[src/rtl/tmds_timing_pkg.sv]
// Shared constants and types for the TX-side 720p TMDS timing generator.
package tmds_timing_pkg;

    // 720p60 default timing
    localparam int unsigned DEF_H_ACTIVE = 1280;
    localparam int unsigned DEF_H_FP     = 110;
    localparam int unsigned DEF_H_SYNC   = 40;
    localparam int unsigned DEF_H_BP     = 220;
    localparam int unsigned DEF_V_ACTIVE = 720;
    localparam int unsigned DEF_V_FP     = 5;
    localparam int unsigned DEF_V_SYNC   = 5;
    localparam int unsigned DEF_V_BP     = 20;

    // Derived positions for the default timing (sync first, then back porch, active, front porch)
    localparam int unsigned H_TOTAL     = DEF_H_ACTIVE + DEF_H_FP + DEF_H_SYNC + DEF_H_BP;
    localparam int unsigned V_TOTAL     = DEF_V_ACTIVE + DEF_V_FP + DEF_V_SYNC + DEF_V_BP;
    localparam int unsigned H_ACT_START = DEF_H_SYNC + DEF_H_BP;
    localparam int unsigned H_ACT_END   = H_ACT_START + DEF_H_ACTIVE;
    localparam int unsigned V_ACT_START = DEF_V_SYNC + DEF_V_BP;
    localparam int unsigned V_ACT_END   = V_ACT_START + DEF_V_ACTIVE;
    localparam int unsigned H_HALF      = H_ACT_START + DEF_H_ACTIVE / 2;

    // Datapath widths
    localparam int unsigned CNT_W = 11;
    localparam int unsigned IDX_W = 12;

    typedef enum logic [1:0] {
        IDLE  = 2'd0,
        RUN   = 2'd1,
        DRAIN = 2'd2
    } state_e;

endpackage

[src/rtl/tmds_timing_cnt.sv]
// Horizontal/vertical raster counter with clear and advance controls.
module tmds_timing_cnt
    import tmds_timing_pkg::*;
#(
    parameter int unsigned H_TOT = H_TOTAL,
    parameter int unsigned V_TOT = V_TOTAL
) (
    input  logic             clk,
    input  logic             rst,
    input  logic             clear,
    input  logic             run,
    output logic [CNT_W-1:0] h_cnt,
    output logic [CNT_W-1:0] v_cnt,
    output logic             frame_end
);

    localparam logic [CNT_W-1:0] H_LAST = CNT_W'(H_TOT - 1);
    localparam logic [CNT_W-1:0] V_LAST = CNT_W'(V_TOT - 1);

    logic [CNT_W-1:0] h_q, h_d;
    logic [CNT_W-1:0] v_q, v_d;

    // Next raster position: clear wins, otherwise step h and carry into v on wrap
    always_comb begin
        // NOTE: every output of this block gets a default first, so no path can infer a latch.
        h_d = h_q;
        v_d = v_q;
        if (clear) begin
            h_d = '0;
            v_d = '0;
        end else if (run) begin
            if (h_q == H_LAST) begin
                h_d = '0;
                v_d = (v_q == V_LAST) ? '0 : v_q + CNT_W'(1);
            end else begin
                h_d = h_q + CNT_W'(1);
            end
        end
    end

    // Counter registers
    always_ff @(posedge clk) begin
        // NOTE: state is updated with non-blocking assignments so all flops sample pre-edge values.
        if (rst) begin
            h_q <= '0;
            v_q <= '0;
        end else begin
            h_q <= h_d;
            v_q <= v_d;
        end
    end

    assign h_cnt     = h_q;
    assign v_cnt     = v_q;
    assign frame_end = (h_q == H_LAST) && (v_q == V_LAST);

endmodule

[src/rtl/tmds_timing_gen.sv]
// TX video timing generator: syncs, data enable, FIFO pull request and FIFO-side counters.
module tmds_timing_gen
    import tmds_timing_pkg::*;
#(
    parameter int unsigned H_ACTIVE = DEF_H_ACTIVE,
    parameter int unsigned H_FP     = DEF_H_FP,
    parameter int unsigned H_SYNC   = DEF_H_SYNC,
    parameter int unsigned H_BP     = DEF_H_BP,
    parameter int unsigned V_ACTIVE = DEF_V_ACTIVE,
    parameter int unsigned V_FP     = DEF_V_FP,
    parameter int unsigned V_SYNC   = DEF_V_SYNC,
    parameter int unsigned V_BP     = DEF_V_BP,
    parameter logic        SYNC_POL = 1'b1
) (
    input  logic             tx0_pclk,
    input  logic             rstbtn_n,
    input  logic             en,
    output logic             hsync,
    output logic             vsync,
    output logic             pix_req,
    output logic             video_en,
    output logic [CNT_W-1:0] video_hcnt,
    output logic [CNT_W-1:0] video_vcnt,
    output logic [IDX_W-1:0] index,
    output logic             frame_start,
    output logic             busy
);

    localparam int unsigned H_TOT = H_ACTIVE + H_FP + H_SYNC + H_BP;
    localparam int unsigned V_TOT = V_ACTIVE + V_FP + V_SYNC + V_BP;

    localparam logic [CNT_W-1:0] HS_END   = CNT_W'(H_SYNC);
    localparam logic [CNT_W-1:0] HA_START = CNT_W'(H_SYNC + H_BP);
    localparam logic [CNT_W-1:0] HA_END   = CNT_W'(H_SYNC + H_BP + H_ACTIVE);
    localparam logic [CNT_W-1:0] HA_HALF  = CNT_W'(H_SYNC + H_BP + H_ACTIVE / 2);
    localparam logic [CNT_W-1:0] VS_END   = CNT_W'(V_SYNC);
    localparam logic [CNT_W-1:0] VA_START = CNT_W'(V_SYNC + V_BP);
    localparam logic [CNT_W-1:0] VA_END   = CNT_W'(V_SYNC + V_BP + V_ACTIVE);

    state_e           state_q, state_d;
    logic [CNT_W-1:0] h_cnt, v_cnt, h_nxt;
    logic             frame_end, running;
    logic             h_act, h_act_nxt, v_act;

    logic             hsync_q, hsync_d, vsync_q, vsync_d;
    logic             pix_req_q, pix_req_d, video_en_q, video_en_d;
    logic [CNT_W-1:0] video_hcnt_q, video_hcnt_d, video_vcnt_q, video_vcnt_d;
    logic [IDX_W-1:0] index_q, index_d;
    logic             frame_start_q, frame_start_d, busy_q, busy_d;

    assign running = (state_q != IDLE);

    tmds_timing_cnt #(
        .H_TOT(H_TOT),
        .V_TOT(V_TOT)
    ) u_cnt (
        .clk      (tx0_pclk),
        .rst      (rstbtn_n),
        .clear    (!running),
        .run      (running),
        .h_cnt    (h_cnt),
        .v_cnt    (v_cnt),
        .frame_end(frame_end)
    );

    // State register
    always_ff @(posedge tx0_pclk) begin
        if (rstbtn_n) state_q <= IDLE;
        else          state_q <= state_d;
    end

    // Next state: en starts/resumes the raster; dropping it only finishes the current frame
    always_comb begin
        state_d = state_q;
        unique case (state_q)
            IDLE:    if (en) state_d = RUN;
            RUN:     if (!en) state_d = DRAIN;
            DRAIN:   if (en) state_d = RUN;
                     else if (frame_end) state_d = IDLE;
            default: state_d = IDLE;
        endcase
    end

    assign h_nxt     = h_cnt + CNT_W'(1);
    assign h_act     = (h_cnt >= HA_START) && (h_cnt < HA_END);
    assign h_act_nxt = (h_nxt >= HA_START) && (h_nxt < HA_END);
    assign v_act     = (v_cnt >= VA_START) && (v_cnt < VA_END);

    // Region decode of the current raster position into next-cycle output values
    always_comb begin
        hsync_d       = ~SYNC_POL;
        vsync_d       = ~SYNC_POL;
        pix_req_d     = 1'b0;
        video_en_d    = 1'b0;
        video_hcnt_d  = '0;
        video_vcnt_d  = '0;
        index_d       = index_q;
        frame_start_d = 1'b0;
        busy_d        = 1'b0;
        if (running) begin
            hsync_d       = (h_cnt < HS_END) ? SYNC_POL : ~SYNC_POL;
            vsync_d       = (v_cnt < VS_END) ? SYNC_POL : ~SYNC_POL;
            pix_req_d     = h_act_nxt && v_act;
            video_en_d    = h_act && v_act;
            video_hcnt_d  = (h_act && v_act) ? h_cnt - HA_START : '0;
            video_vcnt_d  = v_act ? v_cnt - VA_START : '0;
            frame_start_d = (h_cnt == '0) && (v_cnt == '0);
            busy_d        = 1'b1;
            // Two FIFO blocks per active line: one at line start, one at the half-line point
            if ((v_cnt == VA_START) && (h_cnt == HA_START)) begin
                index_d = '0;
            end else if (v_act && ((h_cnt == HA_START) || (h_cnt == HA_HALF))) begin
                index_d = index_q + IDX_W'(1);
            end
        end
    end

    // Output registers
    always_ff @(posedge tx0_pclk) begin
        if (rstbtn_n) begin
            hsync_q       <= ~SYNC_POL;
            vsync_q       <= ~SYNC_POL;
            pix_req_q     <= 1'b0;
            video_en_q    <= 1'b0;
            video_hcnt_q  <= '0;
            video_vcnt_q  <= '0;
            index_q       <= '0;
            frame_start_q <= 1'b0;
            busy_q        <= 1'b0;
        end else begin
            hsync_q       <= hsync_d;
            vsync_q       <= vsync_d;
            pix_req_q     <= pix_req_d;
            video_en_q    <= video_en_d;
            video_hcnt_q  <= video_hcnt_d;
            video_vcnt_q  <= video_vcnt_d;
            index_q       <= index_d;
            frame_start_q <= frame_start_d;
            busy_q        <= busy_d;
        end
    end

    assign hsync       = hsync_q;
    assign vsync       = vsync_q;
    assign pix_req     = pix_req_q;
    assign video_en    = video_en_q;
    assign video_hcnt  = video_hcnt_q;
    assign video_vcnt  = video_vcnt_q;
    assign index       = index_q;
    assign frame_start = frame_start_q;
    assign busy        = busy_q;

endmodule

[config.mk]
export PLATFORM = sky130hd
export DESIGN_NAME = tmds_timing_gen
export DESIGN_NICKNAME = d
export VERILOG_FILES = /design/src/rtl/tmds_timing_pkg.sv /design/src/rtl/tmds_timing_cnt.sv /design/src/rtl/tmds_timing_gen.sv
export SDC_FILE = /design/constraint.sdc
export NUM_CORES = 1
export LEC_CHECK = 0
export ABC_AREA = 1
export CORE_MARGIN = 2
export CORE_UTILIZATION = 50
export CTS_CLUSTER_DIAMETER = 60
export DETAILED_ROUTE_END_ITERATION = 12
export GPL_ROUTABILITY_DRIVEN = 0
export GPL_TIMING_DRIVEN = 0
export PLACE_DENSITY = 0.71
export SETUP_SLACK_MARGIN = 0.2
export SLEW_MARGIN = 20
export SYNTH_ARGS = -nofsm -noshare
export SYNTH_HDL_FRONTEND = slang
export SYNTH_SLANG_ARGS = --single-unit
[constraint.sdc]
create_clock -name tx0_pclk -period 2.1 [get_ports tx0_pclk]
set_clock_uncertainty 0.15 [all_clocks]
set_input_delay 0.42 -clock tx0_pclk [delete_from_list [all_inputs] [get_ports tx0_pclk]]
set_output_delay 0.42 -clock tx0_pclk [all_outputs]
set_load 0.02 [all_outputs]
After elaboration in Yosys (flattened, before gate mapping)
Index checks and enable logic that the tools add are counted.
Storage, ports and cells
  bits in registers: 64
  output and inout bits: 40
  word-level logic and storage cells: 70
Cells by class
  add/subtract/negate cells: 5
  magnitude comparators: 8
  eq/ne operators: 10
  multiplexer cells: 11
  bitwise operators: 3
  reduce and logical (&&, ||, !) cells: 21
Operators by type and width (count)
  $mux 12: 2
  $add 11x1->11 const B: 2
  $eq 11x10->1 const B: 2
  $ge 11x9->1 const B: 2
  $logic_not 11->1: 2
  $lt 11x11->1 const B: 2
  $add 12x1->12 const B: 1
  $eq 11x11->1 const B: 1
  $eq 11x5->1 const B: 1
  $eq 11x9->1 const B: 1
  $ge 11x5->1 const B: 1
  $lt 11x10->1 const B: 1
  $lt 11x3->1 const B: 1
  $lt 11x6->1 const B: 1
  $mux 11: 1
  $sub 11x5->11 const B: 1
  $sub 11x9->11 const B: 1
  $logic_and 1x1->1: 9
  $reduce_or 3->1: 3
  $mux 2: 4
  $pmux 2 s3: 1
  $ne 2x2->1 const B: 2
  $reduce_bool 2->1: 2
  $mux 1: 3
  other kinds (9): 11

Depth between registers and ports, before layout
Gate-level depths: netlist of the first run.
  depth after elaboration: 5
  depth in mapped cells: 13
  depth with buffers taken out: 12

By module
Synthesis of the first run repeated with hierarchy kept, for this count alone.
Second synthesis, totals
  cell total of the unflattened synthesis: 564
  area, all modules: 3758.6 um^2
Modules (own cells, without submodules)
  tmds_timing_gen: instances 1, cells each 359, area an instance 2414.8 um^2
  tmds_timing_cnt: instances 1, cells each 205, area an instance 1343.8 um^2

Least setup slack after synthesis of the first run
No wires, ideal clock.
  path kind: reg2reg
  start: reg u_cnt.h_q[3], in the netlist u_cnt.h_cnt[3]
  end: reg index_q[5], in the netlist index[5]
  arrival: 1474 ps
  slack: 344 ps
  cell stages (with the launch flop): 11
  path buffers: 1
  clock period less this slack: 1756 ps
  cells stage by stage: dfxtp_1 > inv_1 > ha_1 > inv_1 > nor2_1 > nand3b_1 > a21oi_2 > nand2_1 > buf_4 > nand2_1 > a21oi_1
Between the ends
  longest elaborated chain between the ends: 5
  elaborated cells on any way between the ends: 8
  classes of those cells: eq/ne: 2; mux: 1; reduce/logical: 5
RTL lines
  start: declaration: line tmds_timing_cnt.sv:20  | logic [CNT_W-1:0] h_q, h_d;
  start signal: assignment: line tmds_timing_cnt.sv:45  | h_q <= '0;
  start signal: assignment: line tmds_timing_cnt.sv:48  | h_q <= h_d;
  $eq 11x9->1 / $eq 11x10->1 (equally long branches): line tmds_timing_gen.sv:110, tmds_timing_gen.sv:112
  $logic_or 1x1->1: line tmds_timing_gen.sv:112  | end else if (v_act && ((h_cnt == HA_START) || (h_cnt == HA_HALF))) begin
  $logic_and 1x1->1: line tmds_timing_gen.sv:112
  $reduce_bool 2->1 (no source line)
  $reduce_and 2->1 (no source line)
  end signal: assignment: line tmds_timing_gen.sv:137  | index_q <= index_d;
  end: declaration: line tmds_timing_gen.sv:48  | logic [IDX_W-1:0] index_q, index_d;
Parallel ways exist; a longest one is shown, timed or not.
A chain may end at the register's enable or synchronous reset.

Worst setup path after layout of the first run
  start: reg pix_req_q, in the netlist pix_req
  end: out pix_req
RTL lines
  start: declaration: line tmds_timing_gen.sv:46  | logic pix_req_q, pix_req_d, video_en_q, video_en_d;
  start signal: assignment: line tmds_timing_gen.sv:133  | pix_req_q <= pix_req_d;
  end: declaration: line tmds_timing_gen.sv:20  | output logic pix_req,
No word-level cell between the ends.

==> metrics.txt, run 1 <==
Max IR drop VDD 0.3461 mV; Sink Count 64; crit path kind reg2out; top post-synthesis cells by count nand2_1 (137), nor2_1 (76), dfxtp_1 (64), nand3_1 (44), inv_1 (43); Worst Max-Slew Pin Slew 517.0 ps; Detail Placement HPWL 5.805 mm; die height 86.96 µm; buffers plus inverters on the worst setup path 1; 1st-pass router iterations 5; fin crit share 0.8962; first-pass GRT wire length 13.45 mm; outcome finished, final reports clean; post-synthesis simple-gate area fraction 0.3938; XOR/XNOR Fraction of Synth Area 0.03818; WL/cell 12.83 µm; num rows 30; Synth Warn # 0; CP peak stage delay 610 ps; CTS clock-pin slew for the worst setup and hold paths 70 ps; post-synth top area cell dfxtp_1; largest family of logic cells by synthesized area simple AND/OR/NAND/NOR gates; grt total ovfl 0; compound-gate portion of the synthesized area 0.06291; worst-path maximum fanout 1; Starting Density 0.5121; vias in the first global route 3070; Slew HR 0.6554; final max-slew violation count 0; die width 86.96 µm; vias post-DR 3461; min Tclk post-route 1882 ps; CP Capture Type output pin; final hold vios 0; largest net degree at the start of global routing 12; count leader, synth nand2_1; Setup Viol. Count Final 0; top cells by area, synth dfxtp_1 (37%), nand2_1 (15%), nor2_1 (8.3%), nand3_1 (6.4%), inv_1 (4.7%); crit path cell chain clkdlybuf4s50_1; layout cells sized above 1 0.2209; post-synthesis sequential area ratio 0.3724; clk buf depth 2; Distinct cells, synth 29; all-layer global routing usage 0.2221; leakage 2.010 nW; initial antenna violation count 0; Hold Path Class reg2reg; FFs w/ async S/R, synth 0; Antenna Nets Post-Route 0; Nets 603; post-layout util 0.6804; unrepaired setup endpoints after global routing true; # diodes 0; Total Routed Length 8.637 mm; Place WS -362.3 ps; CTS Hold Bufs 0; post-route worst setup slack 217.9 ps; synthesized net count 528; full die area 7561 µm²; Root Driver clkbuf_8; Syn Area/Cell 6.707 µm²; flops & latches, synth 64; proportion of netlist area held by the largest area contributor 0.3724; CTS Buf Count 9; Cell Area, Synth 3441 µm²; ys flop type dfxtp_1; PD cells 540.6 nW/µm²; CP Data Required Time 1530 ps; Critical Path Source Type flop; drt first-iter violations 201; slowest CP cell clkdlybuf4s50_1; CTS tree yes; cell family with most CP delay buffers and inverters; Buffers on Ports 42; H-tree depth 3; crit path DAT 1310 ps; multiplexer area fraction after synthesis 0; latest clock arrival within the worst-skew pair 350 ps; Synth Instances 513; fmax 531.3 MHz; max cap viols 0; Core Area 6719 µm²; Layout area overhead 32.87%; number of flops mapped to enable cells by yosys 0; Ports 43; Synth Area in Adders 0.04364; Post-route DRC 0; vias per inst 5.143
worst paths after layout:
path	slack [ps]	depth (start not counted)	to	startpoint
worst min register to register	320	1	u_cnt.h_cnt[0]	u_cnt.h_cnt[0]
worst min-delay path	320	1	u_cnt.h_cnt[0]	u_cnt.h_cnt[0]
worst max-delay path	220	1	pix_req	pix_req
worst max register to register	230	13	video_hcnt[4]	u_cnt.v_cnt[1]
sequential cells by signal, indices dropped and copies added, names as in the netlist:
signal / flops
frame_start: 1
state_q: 2
u_cnt.v_cnt: 11
hsync: 1
busy: 1
video_en: 1
index: 12
vsync: 1
video_hcnt: 11
video_vcnt: 11
u_cnt.h_cnt: 11
pix_req: 1
cell type report:
type,count,area [µm²]
Fill cell,582,2147
Multi-Input combinational cell,378,2013
Sequential cell,64,1304
Timing Repair Buffer,64,591.8
Inverter,58,239.0
Clock buffer,11,141.4
Buffer,13,102.6
Tap cell,80,100.1
Clock inverter,5,80.08
cells in the final DEF (no fill, tap or decap), types with 10 or more instances in the layout:
cell type,count
inv_2,16
nand2_1,127
nor2_1,68
xor2_1,11
inv_1,34
clkdlybuf4s50_1,30
buf_4,22
clkbuf_8,10
a21oi_1,29
nor2_2,16
dfxtp_1,56
nand4_1,13
nand3_1,42
nand2_2,13
dlygate4sd2_1,12
through the flow:
| step | instances | hold slack, ps | cell area, µm² | total power [W] | TNS [ps] |
|---|---|---|---|---|---|
| 4_1_cts | 656 | 334.5 | 4240 | 0.002472 | 0 |
| 6_report | 673 | 315.1 | 4572 | 0.002472 | 0 |
| 3_5_place_dp | 635 | 318.9 | 3961 | 0.001305 | -9649 |
| 2_1_floorplan | 513 | 294.9 | 3441 | 0.001282 | 0 |
| 3_3_place_gp | 635 | 314.7 | 3961 | 0.001305 | -8271 |
| 5_1_grt | 673 | 337.7 | 4572 | 0.002550 | 0 |
power by group:
| group | total [W] | internal, W | switching [W] |
|---|---|---|---|
| Sequential | 0.00122 | 0.00121 | 0.00000455 |
| Clock | 0.00119 | 0.000699 | 0.000488 |
| Combinational | 0.0000658 | 0.0000265 | 0.0000393 |
| Total | 0.00247 | 0.00194 | 0.000532 |
timing repair:
action | 4_1_cts | 5_1_grt
endpoints found under the setup margin | 65 | 48
cloned | 0 | 2
resized for setup | 28 | 61
buffers inserted | 5 | 15
pin swaps | 3 | 17
routing by layer:
| metal | share of wire | wire length, µm | GRT usage |
|---|---|---|---|
| met5 | 0 | 0 | 0 |
| met4 | 0.028 | 246 | 0.09659 |
| met3 | 0.044 | 382 | 0.04360 |
| met2 | 0.48 | 4135 | 0.3553 |
| met1 | 0.45 | 3873 | 0.2903 |
kinds of logic (layout without fill, tap and decap cells):
group           Yosys count  after routing
simple gates            309            309
buf+inv                  71            151
fa+ha+maj                12             12
compound gates           42             42
xor+xnor                 15             15
flops                    64             64
Note: power is estimated with default switching activity, not from simulation.
==> run 2: changes to the inputs <==
CTS_CLUSTER_DIAMETER = 80   (was 60)
CTS_CLUSTER_SIZE = 14   (was not set)
==> results of run 2 <==
Final layout, timing and power as in run 1 (identical DEF).
==> run 3: changes to the inputs <==
DONT_BUFFER_PORTS = 1   (was not set)
PLACE_DENSITY = 0.63   (was 0.71)
==> metrics.txt, run 3 (synthesis results as in run 1) <==
outcome finished, final reports clean (unchanged); post-route cell area 4104 µm² (was 4572 µm²); leakage 1.774 nW (was 2.010 nW); Starting Density 0.5121 (unchanged); unrepaired setup endpoints after global routing true (unchanged); Ports 43 (unchanged); Root Driver clkbuf_8 (unchanged); Max IR drop VDD 0.3780 mV (was 0.3461 mV); max cap viols 0 (unchanged); Worst Max-Slew Pin Slew 486.2 ps (was 517.0 ps); full die area 7561 µm² (unchanged); CP Data Required Time 2230 ps (was 1530 ps); crit path cell chain inv_4 > ha_4 > nand2_2 > nor2_2 > nand2_1 > nor2_1 > nor2_2 > nor2_4 > nand2_2 > inv_2 > nand3_4 > clkbuf_16 > nor2_4 (was clkdlybuf4s50_1); worst-path maximum fanout 5 (was 1); worst r2r path cells 13 (unchanged); # fillers 656 (was 582); Post-route DRC 0 (unchanged); clk buf depth 2 (unchanged); commonest non-fill, non-tap cell in the layout nand2_1 (unchanged); crit path capture video_hcnt[8] (was pix_req); WL/cell 13.34 µm (was 12.83 µm); vias post-DR 3272 (was 3461); cell family with most CP delay simple AND/OR/NAND/NOR gates (was buffers and inverters); grt total ovfl 0 (unchanged); CTS tree yes (unchanged); buffers plus inverters on the worst setup path 3 (was 1); CP Capture Type flop (was output pin); Core Area 6719 µm² (unchanged); Critical Path Source u_cnt.v_cnt[1] (was pix_req); Critical Path Source Type flop (unchanged); Detail Placement HPWL 5.795 mm (was 5.805 mm); largest net degree at the start of global routing 11 (was 12); PD cells 527.7 nW/µm² (was 540.6 nW/µm²); WP depth 13 (was 1); Antenna Nets Post-Route 0 (unchanged); CTS Buf Count 9 (unchanged); RR Endpoint video_hcnt[8] (was video_hcnt[4]); 1st-pass router iterations 4 (was 5); Sw Pwr 0.0004941 W (was 0.0005316 W); initial antenna violation count 0 (unchanged); Setup Viol. Count Final 0 (unchanged); layout cells sized above 1 0.2313 (was 0.2209); crit path kind reg2reg (was reg2out); crit path DAT 2050 ps (was 1310 ps); Buffers on Ports 0 (was 42); num rows 30 (unchanged); Nets 561 (was 603); CP peak stage delay 370 ps (was 610 ps); drt first-iter violations 120 (was 201); min Tclk post-route 1919 ps (was 1882 ps); final hold vios 0 (unchanged); fin crit share 0.9139 (was 0.8962); # diodes 0 (unchanged); first-pass GRT wire length 13.27 mm (was 13.45 mm); die height 86.96 µm (unchanged); Post-DP Area 3541 µm² (was 3961 µm²); Hold Path Class in2reg (was reg2reg); Storage cell area 1305 µm² (was 1304 µm²); final max-slew violation count 0 (unchanged); combinational fraction of design power 0.020 (was 0.027); vias in the first global route 2851 (was 3070); Multi-input gate area 2004 µm² (was 2013 µm²); Pint 0.001671 W (was 0.001940 W); H-tree depth 3 (unchanged); post-layout power 0.002166 W (was 0.002472 W); Reg-to-Reg Start u_cnt.v_cnt[1] (unchanged); all-layer global routing usage 0.2233 (was 0.2221); CTS clock-pin slew for the worst setup and hold paths 70 ps (about the same); latest clock arrival within the worst-skew pair 340 ps (was 350 ps); flop-to-flop setup slack 180 ps (was 230 ps); die width 86.96 µm (unchanged); Largest register FFs 12 (unchanged); Slew HR 0.6755 (was 0.6554); Sink Count 64 (unchanged); vias per inst 5.202 (was 5.143); fmax 521.1 MHz (was 531.3 MHz); power share of the clock group 0.413 (was 0.480); slowest CP cell dfxtp_4 (was clkdlybuf4s50_1); sw frac 0.2282 (was 0.2151); commonest non-fill, non-tap cells in the layout nand2_1 (132), nor2_1 (64), dfxtp_1 (53) (was nand2_1 (127), nor2_1 (68), dfxtp_1 (56)); sequential group share of total power 0.566 (was 0.493); final hold slack 54.24 ps (was 315.1 ps); Layout area overhead 19.27% (was 32.87%); Total Routed Length 8.393 mm (was 8.637 mm)
run 3: cell types whose count changed in the layout (fill, tap and decap cells not counted), sizes merged:
| cell | delta |
|---|---|
| clkinvlp | -1 |
| dlygate4sd3 | +2 |
| clkinv | +3 |
| inv | -1 |
| clkbuf | +1 |
| clkdlybuf4s50 | -30 |
| buf | -4 |
| dlygate4sd2 | -12 |
| bufinv | -2 |
run 3: metrics by stage:
stage / worst slack, ps / std cells / setup TNS, ps / util
floorplan: 343.6 / 513 / 0 / -
global placement: -47.90 / 593 / -67.54 / 0.5270
detailed placement: -15.15 / 593 / -15.15 / 0.5270
CTS: 203.3 / 613 / 0 / 0.5629
global route: 89.84 / 629 / 0 / 0.6108
finish: 180.8 / 629 / 0 / 0.6108
run 3: power by group through the flow:
stage	Sequential, W	Combinational (W)	Clock, W
floorplan	0.00126	0.0000243	0
global placement	0.00126	0.0000346	0
detailed placement	0.00126	0.0000344	0
CTS	0.00123	0.0000394	0.000924
global route	0.00123	0.0000486	0.000972
finish	0.00123	0.0000442	0.000895
run 3: layout make-up:
class | instances | share of cell area
plain buffers | 13 | 0.02622
clock buffers | 10 | 0.03354
clock inverters | 4 | 0.005488
inverters | 58 | 0.05823
multi-input cells | 378 | 0.4884
flip-flops and latches | 64 | 0.3180
well taps | 80 | 0.02439
repair buffers | 22 | 0.04573
run 3: worst min path at each step:
stage	startpoint	to	cells past startpoint
after global routing	en	state_q[0]	2
final	en	state_q[0]	2
after floorplan	u_cnt.h_cnt[0]	u_cnt.h_cnt[0]	1
after detailed placement	rstbtn_n	index[3]	1
after global placement	u_cnt.h_cnt[0]	u_cnt.h_cnt[0]	1
after CTS	en	state_q[0]	2
run 3: what timing repair did:
| action | CTS | global route |
|---|---|---|
| pin swaps | 3 | 9 |
| cloned | 0 | 2 |
| hold buffers | 2 | 0 |
| setup buffers | 4 | 14 |
| setup endpoints to repair | 46 | 50 |
| resized for setup | 15 | 65 |
| endpoints found under the hold margin | 4 | 0 |
run 3: layer usage:
metal	share of wire	vias to the layer above	track usage
met2	0.49	74	0.3650
met4	0.013	0	0.07244
li1	-	1696	-
met3	0.041	11	0.06445
met1	0.46	1491	0.2824
met5	0	-	0
